[src/rtl/writeback_stage_pkg.sv]
// rtl/writeback_stage_pkg.sv - shared load-type and writeback FSM encodings
package writeback_stage_pkg;

    typedef logic [2:0] load_type_t;

    localparam load_type_t LOAD_LB  = 3'b000;
    localparam load_type_t LOAD_LH  = 3'b001;
    localparam load_type_t LOAD_LW  = 3'b010;
    localparam load_type_t LOAD_LBU = 3'b100;
    localparam load_type_t LOAD_LHU = 3'b101;

    localparam logic [1:0] WB_IDLE   = 2'd0;
    localparam logic [1:0] WB_WAIT   = 2'd1;
    localparam logic [1:0] WB_COMMIT = 2'd2;

endpackage

[src/rtl/writeback_stage_if.sv]
// rtl/writeback_stage_if.sv - memory-to-writeback instruction handshake
interface writeback_stage_if;
    import writeback_stage_pkg::*;

    logic        in_valid;
    logic        in_ready;
    logic [4:0]  in_rd;
    logic        in_wb_reg_file;
    logic        in_wb_load;
    load_type_t  in_load_type;
    logic [31:0] in_alu_result;

    modport master (
        output in_valid, in_rd, in_wb_reg_file, in_wb_load, in_load_type, in_alu_result,
        input  in_ready
    );

    modport slave (
        input  in_valid, in_rd, in_wb_reg_file, in_wb_load, in_load_type, in_alu_result,
        output in_ready
    );

endinterface

[src/rtl/writeback_stage_load_extend.sv]
// rtl/writeback_stage_load_extend.sv - lane select, sign/zero extension and alignment check for loads
module load_extend
    import writeback_stage_pkg::*;
(
    input  logic [31:0] i_rdata,
    input  logic [1:0]  i_addr,
    input  load_type_t  i_load_type,
    output logic [31:0] o_data,
    output logic        o_misaligned
);
    logic [7:0]  w_byte;
    logic [15:0] w_half;

    always_comb begin
        case (i_addr)
            2'd0:    w_byte = i_rdata[7:0];
            2'd1:    w_byte = i_rdata[15:8];
            2'd2:    w_byte = i_rdata[23:16];
            default: w_byte = i_rdata[31:24];
        endcase
        w_half = i_addr[1] ? i_rdata[31:16] : i_rdata[15:0];

        // Unused funct3 encodings fall through to the word case.
        case (i_load_type)
            LOAD_LB: begin
                o_data       = {{24{w_byte[7]}}, w_byte};
                o_misaligned = 1'b0;
            end
            LOAD_LBU: begin
                o_data       = {24'd0, w_byte};
                o_misaligned = 1'b0;
            end
            LOAD_LH: begin
                o_data       = {{16{w_half[15]}}, w_half};
                o_misaligned = i_addr[0];
            end
            LOAD_LHU: begin
                o_data       = {16'd0, w_half};
                o_misaligned = i_addr[0];
            end
            default: begin
                o_data       = i_rdata;
                o_misaligned = (i_addr != 2'b00);
            end
        endcase
    end

endmodule

[src/rtl/writeback_stage.sv]
// rtl/writeback_stage.sv - RISC-V writeback: load wait with timeout, extension, register-file write, retire count
module writeback_stage
    import writeback_stage_pkg::*;
#(
    parameter int TIMEOUT_CYCLES = 16,
    parameter int RETIRE_W       = 32
) (
    input  logic                clk,
    input  logic                rst,
    writeback_stage_if.slave    in_if,
    input  logic                dmem_rvalid,
    input  logic [31:0]         dmem_rdata,
    output logic                reg_file_wr_en,
    output logic [4:0]          reg_file_wr_addr,
    output logic [31:0]         reg_file_wr_data,
    output logic                load_fault,
    output logic [RETIRE_W-1:0] retire_count
);
    localparam int CNT_W = (TIMEOUT_CYCLES > 1) ? $clog2(TIMEOUT_CYCLES) : 1;
    localparam logic [CNT_W-1:0] CNT_LAST = CNT_W'(TIMEOUT_CYCLES - 1);

    logic [1:0]          r_state, w_state_nxt;
    logic [CNT_W-1:0]    r_wait_cnt, w_cnt_nxt;
    logic [4:0]          r_rd, w_rd_nxt;
    logic                r_wb_reg_file, w_wbrf_nxt;
    load_type_t          r_load_type, w_lt_nxt;
    logic [1:0]          r_addr_lo, w_addr_nxt;
    logic                r_wr_en, w_wr_en_nxt;
    logic [4:0]          r_wr_addr, w_wr_addr_nxt;
    logic [31:0]         r_wr_data, w_wr_data_nxt;
    logic                r_load_fault, w_fault_nxt;
    logic [RETIRE_W-1:0] r_retire, w_retire_nxt;
    logic                r_in_ready;

    logic                w_in_wait;
    load_type_t          w_ext_type;
    logic [1:0]          w_ext_addr;
    logic [31:0]         w_ext_data;
    logic                w_misaligned;

    // While waiting, extraction uses the held load; otherwise it checks the incoming one.
    assign w_in_wait  = (r_state == WB_WAIT);
    assign w_ext_type = w_in_wait ? r_load_type : in_if.in_load_type;
    assign w_ext_addr = w_in_wait ? r_addr_lo   : in_if.in_alu_result[1:0];

    load_extend u_load_extend (
        .i_rdata      (dmem_rdata),
        .i_addr       (w_ext_addr),
        .i_load_type  (w_ext_type),
        .o_data       (w_ext_data),
        .o_misaligned (w_misaligned)
    );

    // Commit outputs are computed on the edge that enters COMMIT so they are flop-driven during it.
    always_comb begin
        w_state_nxt   = r_state;
        w_cnt_nxt     = r_wait_cnt;
        w_rd_nxt      = r_rd;
        w_wbrf_nxt    = r_wb_reg_file;
        w_lt_nxt      = r_load_type;
        w_addr_nxt    = r_addr_lo;
        w_wr_en_nxt   = 1'b0;
        w_wr_addr_nxt = r_wr_addr;
        w_wr_data_nxt = r_wr_data;
        w_fault_nxt   = 1'b0;
        w_retire_nxt  = r_retire;

        if (w_in_wait) begin
            w_cnt_nxt = r_wait_cnt + 1'b1;
            if (dmem_rvalid) begin
                w_state_nxt  = WB_COMMIT;
                w_retire_nxt = r_retire + 1'b1;
                if (r_wb_reg_file && (r_rd != 5'd0)) begin
                    w_wr_en_nxt   = 1'b1;
                    w_wr_addr_nxt = r_rd;
                    w_wr_data_nxt = w_ext_data;
                end
            end else if (r_wait_cnt == CNT_LAST) begin
                w_state_nxt = WB_IDLE;
                w_fault_nxt = 1'b1;
            end
        end else if (in_if.in_valid) begin
            w_rd_nxt   = in_if.in_rd;
            w_wbrf_nxt = in_if.in_wb_reg_file;
            w_lt_nxt   = in_if.in_load_type;
            w_addr_nxt = in_if.in_alu_result[1:0];
            w_cnt_nxt  = '0;
            if (in_if.in_wb_load && !w_misaligned) begin
                w_state_nxt = WB_WAIT;
            end else begin
                w_state_nxt  = WB_COMMIT;
                w_retire_nxt = r_retire + 1'b1;
                w_fault_nxt  = in_if.in_wb_load;
                if (in_if.in_wb_reg_file && (in_if.in_rd != 5'd0) && !in_if.in_wb_load) begin
                    w_wr_en_nxt   = 1'b1;
                    w_wr_addr_nxt = in_if.in_rd;
                    w_wr_data_nxt = in_if.in_alu_result;
                end
            end
        end else begin
            w_state_nxt = WB_IDLE;
        end
    end

    always_ff @(posedge clk or negedge rst) begin
        if (!rst) begin
            r_state       <= WB_IDLE;
            r_wait_cnt    <= '0;
            r_rd          <= '0;
            r_wb_reg_file <= 1'b0;
            r_load_type   <= '0;
            r_addr_lo     <= '0;
            r_wr_en       <= 1'b0;
            r_wr_addr     <= '0;
            r_wr_data     <= '0;
            r_load_fault  <= 1'b0;
            r_retire      <= '0;
            r_in_ready    <= 1'b1;
        end else begin
            r_state       <= w_state_nxt;
            r_wait_cnt    <= w_cnt_nxt;
            r_rd          <= w_rd_nxt;
            r_wb_reg_file <= w_wbrf_nxt;
            r_load_type   <= w_lt_nxt;
            r_addr_lo     <= w_addr_nxt;
            r_wr_en       <= w_wr_en_nxt;
            r_wr_addr     <= w_wr_addr_nxt;
            r_wr_data     <= w_wr_data_nxt;
            r_load_fault  <= w_fault_nxt;
            r_retire      <= w_retire_nxt;
            r_in_ready    <= (w_state_nxt != WB_WAIT);
        end
    end

    assign in_if.in_ready   = r_in_ready;
    assign reg_file_wr_en   = r_wr_en;
    assign reg_file_wr_addr = r_wr_addr;
    assign reg_file_wr_data = r_wr_data;
    assign load_fault       = r_load_fault;
    assign retire_count     = r_retire;

endmodule

[src/flat_wrapper.sv]
// flat-port wrapper written by rule: the top's interface ports become plain ports
module writeback_stage_flat import writeback_stage_pkg::*;
#(
    parameter int TIMEOUT_CYCLES = 16,
    parameter int RETIRE_W       = 32
)
  (clk, rst, dmem_rvalid, dmem_rdata, reg_file_wr_en, reg_file_wr_addr, reg_file_wr_data, load_fault, retire_count, in_if_in_valid, in_if_in_rd, in_if_in_wb_reg_file, in_if_in_wb_load, in_if_in_load_type, in_if_in_alu_result, in_if_in_ready);
  writeback_stage_if in_if_i ();
  input  logic clk;
  input  logic rst;
  input  logic dmem_rvalid;
  input  logic [31:0] dmem_rdata;
  output logic reg_file_wr_en;
  output logic [4:0] reg_file_wr_addr;
  output logic [31:0] reg_file_wr_data;
  output logic load_fault;
  output logic [RETIRE_W-1:0] retire_count;
  input wire logic [$bits(in_if_i.in_valid)-1:0] in_if_in_valid;
  input wire logic [$bits(in_if_i.in_rd)-1:0] in_if_in_rd;
  input wire logic [$bits(in_if_i.in_wb_reg_file)-1:0] in_if_in_wb_reg_file;
  input wire logic [$bits(in_if_i.in_wb_load)-1:0] in_if_in_wb_load;
  input wire logic [$bits(in_if_i.in_load_type)-1:0] in_if_in_load_type;
  input wire logic [$bits(in_if_i.in_alu_result)-1:0] in_if_in_alu_result;
  output wire logic [$bits(in_if_i.in_ready)-1:0] in_if_in_ready;
  assign in_if_i.in_valid = in_if_in_valid;
  assign in_if_i.in_rd = in_if_in_rd;
  assign in_if_i.in_wb_reg_file = in_if_in_wb_reg_file;
  assign in_if_i.in_wb_load = in_if_in_wb_load;
  assign in_if_i.in_load_type = in_if_in_load_type;
  assign in_if_i.in_alu_result = in_if_in_alu_result;
  assign in_if_in_ready = in_if_i.in_ready;
  writeback_stage #(.TIMEOUT_CYCLES(TIMEOUT_CYCLES), .RETIRE_W(RETIRE_W)) u_core (.clk(clk), .rst(rst), .in_if(in_if_i), .dmem_rvalid(dmem_rvalid), .dmem_rdata(dmem_rdata), .reg_file_wr_en(reg_file_wr_en), .reg_file_wr_addr(reg_file_wr_addr), .reg_file_wr_data(reg_file_wr_data), .load_fault(load_fault), .retire_count(retire_count));
endmodule
[config.mk]
export PLATFORM = sky130hd
export DESIGN_NAME = writeback_stage_flat
export DESIGN_NICKNAME = d
export VERILOG_FILES = /design/src/rtl/writeback_stage_pkg.sv /design/src/rtl/writeback_stage_if.sv /design/src/rtl/writeback_stage_load_extend.sv /design/src/rtl/writeback_stage.sv /design/src/flat_wrapper.sv
export SDC_FILE = /design/constraint.sdc
export NUM_CORES = 1
export LEC_CHECK = 0
export ABC_AREA = 1
export CAP_MARGIN = 10
export CELL_PAD_IN_SITES_DETAIL_PLACEMENT = 1
export CELL_PAD_IN_SITES_GLOBAL_PLACEMENT = 2
export CORE_MARGIN = 1.5
export CORE_UTILIZATION = 26
export CTS_BUF_LIST = sky130_fd_sc_hd__clkbuf_16
export CTS_CLUSTER_DIAMETER = 120
export DETAILED_ROUTE_END_ITERATION = 12
export HOLD_SLACK_MARGIN = 0.06
export PLACE_DENSITY_LB_ADDON = 0.05
export SLEW_MARGIN = 5
export SYNTH_ARGS = -nofsm -noshare
export SYNTH_HDL_FRONTEND = slang
export SYNTH_SLANG_ARGS = --single-unit
[constraint.sdc]
create_clock -name clk -period 2.12 [get_ports clk]
set_clock_uncertainty 0.15 [all_clocks]
set_input_delay 0.53 -clock clk [delete_from_list [all_inputs] [get_ports clk]]
set_output_delay 0.53 -clock clk [all_outputs]
set_load 0.02 [all_outputs]
==> results of run 1 <==
## registers in the layout (all words and copies together), names as in the netlist
signal and flops:
u_core.reg_file_wr_addr 5, u_core.r_wait_cnt 4, u_core.in_if.in_ready 1, u_core.r_state 2
u_core.reg_file_wr_en 1, u_core.r_addr_lo 2, u_core.r_rd 5, u_core.retire_count 32
u_core.reg_file_wr_data 32, u_core.r_wb_reg_file 1, u_core.r_load_type 3, u_core.load_fault 1
## metrics by stage
stage               instance area (um2)  utilization  hold WS [ps]
finish                             7950       0.3782         338.1
global route                       7950       0.3782         367.7
CTS                                7910       0.3763         346.1
detailed placement                 7651       0.3640         187.7
global placement                   7651       0.3640         184.4
floorplan                          5582            -         84.41
## power by group through the flow
stage / Sequential (mW) / Combinational, mW / Clock [mW]
2_1_floorplan: 3.00 / 1.19 / 0
3_3_place_gp: 2.56 / 3.18 / 0
3_5_place_dp: 2.58 / 3.26 / 0
4_1_cts: 2.55 / 3.24 / 1.57
5_1_grt: 2.62 / 3.49 / 1.61
6_report: 2.54 / 3.18 / 1.49
## worst min path at each step
stage                                           start                     endpoint  slack [ps]  cells after the start
final                     u_core.reg_file_wr_data[24]  u_core.reg_file_wr_data[24]         340                      2
after global routing                              rst  u_core.reg_file_wr_data[10]         370                      2
after CTS                 u_core.reg_file_wr_data[26]  u_core.reg_file_wr_data[26]         350                      2
after detailed placement                          rst  u_core.reg_file_wr_data[10]         190                      1
after global placement                            rst  u_core.reg_file_wr_data[10]         180                      1
after floorplan                                   rst            u_core.load_fault          80                      0
## timing repair
| item | CTS | global route |
|---|---|---|
| pin swaps | 0 | 0 |
| gates resized for setup | 13 | 15 |
| endpoints found under the hold margin | 3 | 0 |
| hold buffers | 1 | 0 |
| gates cloned | 0 | 0 |
| endpoints found under the setup margin | 13 | 77 |
## final cells by class
cell class	instances	area, um2	area share
Clock buffer	9	225.2	0.02833
Timing Repair Buffer	201	1951	0.2454
Tap cell	275	344.1	0.04328
Multi-Input combinational cell	609	2869	0.3609
Inverter	77	291.5	0.03667
Sequential cell	89	2230	0.2805
Clock inverter	7	40.04	0.005036
## kinds of logic after synthesis
family	Yosys count
AOI/OAI and AO/OA	125
adders and majority gates	2
and+or+nand+nor	455
buffers and inverters	111
DFF	89
xor gates and xnor gates	27
## per-layer routing
layer	part of all wire	track usage
met5	0	0
met4	0.011	0.04307
met3	0.031	0.02744
met2	0.51	0.3461
met1	0.45	0.2404
## synth_stat cells, drive strengths merged
| master | instances |
|---|---|
| o21ai | 52 |
| nor2 | 100 |
| clkbuf | 9 |
| o211ai | 1 |
| nor3 | 15 |
| nand2 | 271 |
| o22ai | 1 |
| nand3b | 2 |
| dfstp | 1 |
| dfrtp | 88 |
| or2 | 1 |
| xnor2 | 3 |
| inv | 77 |
| nand3 | 61 |
| nand4 | 5 |
| a31oi | 5 |
| o31ai | 1 |
| buf | 25 |
| a21oi | 65 |
| xor2 | 24 |
| ha | 2 |
## worst min-delay path, delay by kind of cell, from the launching register on
family        cells  cell delay [ps]
simple gates      2              120
flops             1              350
==> reports/qor.csv, run 1 <==
stage;metric;value;unit
global_routing;vias in the first global route;6307;
pwr;Leak;3.840;nW
synth;synthesized area;5582;um2
synth;Simple-Gate Fraction of Synth Area;0.3423;
route;vias per inst;4.594;
clock_tree;# H-tree levels;3;
synth;post-synth cell types;32;
synth;Mapped Nets;889;
final_layout;most frequent cells in the layout;nand2_1, clkdlybuf4s50_1, nor2_1, dfrtp_1, inv_1;
hold_path;HP Class;register to register;
final_layout;Post-Layout Cell Count;1267;
placed_design;Place WS;-224.3;ps
synth;XOR/XNOR Fraction of Synth Area;0.04237;
global_routing;grt total ovfl;0;
route;Initial DRC Count;138;
floorplan;Core Box Area;21020;um2
sta;minimum clock period;2071;ps
pwr;VDD IR max;398.4;uV
critical_path;reg2reg setup slack;170;ps
synth;Avg Cell Area, Syn;6.899;um2
pwr;combinational cell fraction of total power;0.441;
outcome;status;complete, no violations;
synth;#FFs+latches synth;89;
synth;largest family of logic cells by synthesized area;simple AND/OR/NAND/NOR gates;
sta;final setup margin;48.88;ps
final_layout;Syn-to-layout area delta;42.43;%
critical_path;largest fanout on the critical path;4;
pwr;Power Density;907.7;nW/um2
run;total of max-cap violations;0;
global_routing;largest net degree at the start of global routing;87;
critical_path;crit path launch type;register;
global_routing;first-pass GRT wire length;33.31;mm
sta;fmax;482.8;MHz
floorplan;Starting Density;0.2655;
final_layout;ANT cells;0;
global_routing;GRT Total Usage;0.1919;
clock_tree;clock sinks;89;
critical_path;FF-to-FF Start;u_core.r_state[1];
floorplan;chip width;149.5;um
critical_path;CP startpoint;u_core.retire_count[23];
pwr;internal power;4.334;mW
critical_path;CP Cell Sequence;clkdlybuf4s50_1;
clock_tree;Reg clk slew, reported paths;70;ps
synth;mux cell area share after synthesis;0;
critical_path;CP Data Required Time;1440;ps
floorplan;die area;22360;um2
synth;Ys Warns;0;
pwr;Pwr Total;7.216;mW
placed_design;port bufs;149;
route;Post-route DRC;0;
critical_path;crit path buf inv count;1;
synth;largest area contributor in the netlist;dfrtp_1;
synth;sequential element share of the synthesized area;0.3992;
critical_path;Reg2Reg Depth;12;
sta;Tcrit/Tclk final;0.9769;
sta;setup TNS;0;ps
route;TritonRoute pass-1 iters;4;
route;final wirelength;20.92;mm
clock_tree;number of CTS-inserted buffers;9;
sta;Final Max Slew Viols;0;
synth;Compound-Gate Fraction of Synth Area;0.1224;
placed_design;Placed Cells;1250;
pwr;net switching power;2.882;mW
clock_tree;maximum clock insertion buffer count;2;
pwr;Clock Power Share;0.207;
critical_path;CP max stage cell;clkdlybuf4s50_1;
sta;Least-Margin Pin Slew;540.3;ps
pwr;Reg power frac;0.352;
synth;share of the synthesized area in the top cell type;0.3945;
final_layout;commonest non-fill, non-tap cell in the layout;nand2_1;
sta;unrepaired setup endpoints after global routing;false;
synth;Cells after Synth;809;
placed_design;Detailed Place HPWL;16.30;mm
synth;largest cells by area after synthesis;dfrtp_1, nand2_1, nor2_1;
critical_path;Setup CP Type;register to primary output;
critical_path;Worst Setup EP;retire_count[23];
critical_path;r2r endpoint;u_core.reg_file_wr_data[10];
floorplan;Std-Cell Rows;53;
clock_tree;CTS root buf;clkbuf_16;
final_layout;Nets;1067;
critical_path;CP top delay family;buffers and inverters;
pwr;Switching Fraction;0.3994;
critical_path;Crit. End Element;primary output;
critical_path;Data arrival, critical path;1390;ps
route;post-route ant nets;0;
sta;Hold Vio Cnt, Final;0;
floorplan;die height;149.5;um
route;post-DR wirelength/cell;16.51;um
critical_path;WP depth;1;
clock_tree;CTS tree;built;
final_layout;ratio of cells with drive above 1 in the final layout;0.1018;
clock_tree;clk_lat worst skew;350;ps
route;routed vias;5821;
floorplan;IO Count;150;
placed_design;global placer's final weighted congestion;0.8820;
sta;final setup fails;0;
synth;Post-Synth Adder-Cell Area;0.004483;
global_routing;initial antenna violation count;0;
clock_tree;Post-CTS Setup Bufs;0;
critical_path;Worst path max stage delay;630;ps
sta;relative slew slack;0.6398;
final_layout;fill count;2601;
Power figures use the tool's default switching activity.
==> run 2: changes to the inputs <==
--- a/config.mk
+++ b/config.mk
@@ -14,7 +14,7 @@
 export CTS_BUF_LIST = sky130_fd_sc_hd__clkbuf_16
 export CTS_CLUSTER_DIAMETER = 120
 export DETAILED_ROUTE_END_ITERATION = 12
-export HOLD_SLACK_MARGIN = 0.06
+export HOLD_SLACK_MARGIN = 0.15
 export PLACE_DENSITY_LB_ADDON = 0.05
 export SLEW_MARGIN = 5
 export SYNTH_ARGS = -nofsm -noshare
==> results of run 2 <==
Same layout as run 1: the final DEF is identical, and so are final timing and power.
==> run 3: changes to the inputs <==
--- a/config.mk
+++ b/config.mk
@@ -15,7 +15,7 @@
 export CTS_CLUSTER_DIAMETER = 120
 export DETAILED_ROUTE_END_ITERATION = 12
 export HOLD_SLACK_MARGIN = 0.15
-export PLACE_DENSITY_LB_ADDON = 0.05
+export PLACE_DENSITY = 0.87
 export SLEW_MARGIN = 5
 export SYNTH_ARGS = -nofsm -noshare
 export SYNTH_HDL_FRONTEND = slang
==> reports/qor.csv, run 3 (synthesis gave the netlist of run 1 again) <==
stage;metric;value;unit;change
pwr;internal power;4.549;mW;was 4.334 mW
placed_design;global placer's final weighted congestion;0.8544;;was 0.8820
placed_design;Placement Cell Area;7626;um2;was 7651 um2
critical_path;Setup CP Type;register to primary output;;unchanged
sta;minimum clock period;2077;ps;was 2071 ps
route;routed vias;5905;;was 5821
global_routing;GRT Total Usage;0.1859;;was 0.1919
final_layout;ratio of cells with drive above 1 in the final layout;0.09929;;was 0.1018
floorplan;die height;149.5;um;unchanged
pwr;Pwr Total;7.432;mW;was 7.216 mW
final_layout;ANT cells;0;;unchanged
clock_tree;clk_lat worst skew;350;ps;about the same
final_layout;Post-Layout Cell Count;1262;;was 1267
pwr;Leak;3.800;nW;was 3.840 nW
clock_tree;Reg clk slew, reported paths;70;ps;about the same
outcome;status;complete, no violations;;unchanged
pwr;VDD IR max;505.0;uV;was 398.4 uV
critical_path;CP top delay family;buffers and inverters;;unchanged
final_layout;most frequent cells in the layout;nand2_1, clkdlybuf4s50_1, nor2_1, dfrtp_1, inv_1;;unchanged
global_routing;met2 track demand over resource;0.3076;;was 0.3461
pwr;combinational cell fraction of total power;0.419;;was 0.441
route;Initial DRC Count;273;;was 138
final_layout;area occupied by multi-input gates;2864;um2;was 2869 um2
global_routing;first-pass GRT wire length;32.40;mm;was 33.31 mm
global_routing;busiest layer in global routing;met2;;unchanged
pwr;Power Density;934.7;nW/um2;was 907.7 nW/um2
sta;Final Max Slew Viols;0;;unchanged
floorplan;Starting Density;0.2655;;unchanged
route;TritonRoute pass-1 iters;4;;unchanged
final_layout;Syn-to-layout area delta;42.46;%;was 42.43%
critical_path;Data arrival, critical path;1400;ps;was 1390 ps
critical_path;crit path buf inv count;1;;unchanged
route;final wirelength;20.29;mm;was 20.92 mm
final_layout;commonest non-fill, non-tap cell in the layout;nand2_1;;unchanged
route;Post-route DRC;0;;unchanged
critical_path;CP max stage cell;clkdlybuf4s50_1;;unchanged
sta;relative slew slack;0.6352;;was 0.6398
clock_tree;number of CTS-inserted buffers;9;;unchanged
global_routing;largest net degree at the start of global routing;90;;was 87
placed_design;Detailed Place HPWL;15.29;mm;was 16.30 mm
clock_tree;maximum clock insertion buffer count;2;;unchanged
floorplan;chip width;149.5;um;unchanged
critical_path;CP Cell Sequence;clkdlybuf4s50_1;;unchanged
final_layout;Layout Cell Area excl Fill;7951;um2;was 7950 um2
clock_tree;clock sinks;89;;unchanged
floorplan;die area;22360;um2;unchanged
global_routing;grt total ovfl;0;;unchanged
critical_path;Worst path max stage delay;630;ps;about the same
global_routing;GR Util met3;0.02530;;was 0.02744
route;vias per inst;4.679;;was 4.594
sta;unrepaired setup endpoints after global routing;false;;unchanged
route;post-DR wirelength/cell;16.08;um;was 16.51 um
final_layout;post-layout util;0.3783;;was 0.3782
floorplan;Core Box Area;21020;um2;unchanged
clock_tree;CTS root buf;clkbuf_16;;unchanged
global_routing;vias in the first global route;5947;;was 6307
sta;hold slack;335.6;ps;was 338.1 ps
sta;final setup fails;0;;unchanged
floorplan;Std-Cell Rows;53;;unchanged
route;post-route ant nets;0;;unchanged
final_layout;Nets;1062;;was 1067
clock_tree;# H-tree levels;3;;unchanged
global_routing;GR Util met1;0.2503;;was 0.2404
sta;fmax;481.5;MHz;was 482.8 MHz
critical_path;largest fanout on the critical path;4;;unchanged
critical_path;crit path launch type;register;;unchanged
sta;Tcrit/Tclk final;0.9797;;was 0.9769
clock_tree;CTS tree;built;;unchanged
final_layout;fill count;2626;;was 2601
global_routing;initial antenna violation count;0;;unchanged
critical_path;Crit. End Element;primary output;;unchanged
final_layout;FF+latch area;2230;um2;unchanged
placed_design;Placed Cells;1245;;was 1250
sta;Hold Vio Cnt, Final;0;;unchanged
sta;Least-Margin Pin Slew;547.2;ps;was 540.3 ps
pwr;net switching power;2.883;mW;was 2.882 mW
critical_path;CP Data Required Time;1440;ps;about the same
pwr;Switching Fraction;0.3879;;was 0.3994
run;total of max-cap violations;0;;unchanged
pwr;Reg power frac;0.344;;was 0.352
placed_design;port bufs;149;;unchanged
floorplan;IO Count;150;;unchanged
pwr;Clock Power Share;0.237;;was 0.207
hold_path;HP Class;register to register;;unchanged
run 3: layer usage:
layer  routed length [um]  vias to the layer above
met5                    0                        -
met4                  337                        0
met3                 1020                       20
met2                 9434                      135
met1                 9494                     2836
li1                     -                     2914
run 3: metrics by stage:
stage / setup slack [ps] / setup TNS (ps)
floorplan: 330.5 / 0
global placement: -155.0 / -3917
detailed placement: -186.0 / -5340
CTS: 1.585 / 0
global route: 11.61 / 0
finish: 43.13 / 0
run 3: worst paths after layout:
check                      slack, ps                     endpoint                   startpoint  cells after the start
min in group asynchronous        600   u_core.reg_file_wr_data[6]                          rst                      3
setup reg to reg                 170  u_core.reg_file_wr_data[16]            u_core.r_state[1]                     12
setup / recovery                  40              retire_count[6]       u_core.retire_count[6]                      1
hold reg to reg                  340  u_core.reg_file_wr_data[25]  u_core.reg_file_wr_data[25]                      2
max in group asynchronous        750            u_core.r_state[0]                          rst                      3
hold / removal                   340  u_core.reg_file_wr_data[25]  u_core.reg_file_wr_data[25]                      2
run 3: area by class of cell:
type | count | share of cell area
multi-input combinational | 609 | 0.3602
sequential | 89 | 0.2804
timing repair buffer | 196 | 0.2406
tap | 275 | 0.04327
inverter | 77 | 0.03635
clock buffer | 9 | 0.02832
clock inverter | 7 | 0.01086
run 3: power by group through the flow:
stage                     logic (mW)  clock network (mW)  registers [mW]
after detailed placement        3.18                   0            2.58
after floorplan                 1.19                   0            3.00
after CTS                       3.15                1.82            2.56
final                           3.12                1.76            2.56
after global routing            3.41                1.88            2.61
after global placement          3.12                   0            2.58
run 3: what timing repair did:
| action | 4_1_cts | 5_1_grt |
|---|---|---|
| hold endpoints to repair | 88 | 0 |
| hold buffers | 1 | 0 |
| pin swaps | 0 | 0 |
| resized for setup | 17 | 9 |
| setup endpoints to repair | 17 | 63 |
| buffers inserted | 0 | 0 |
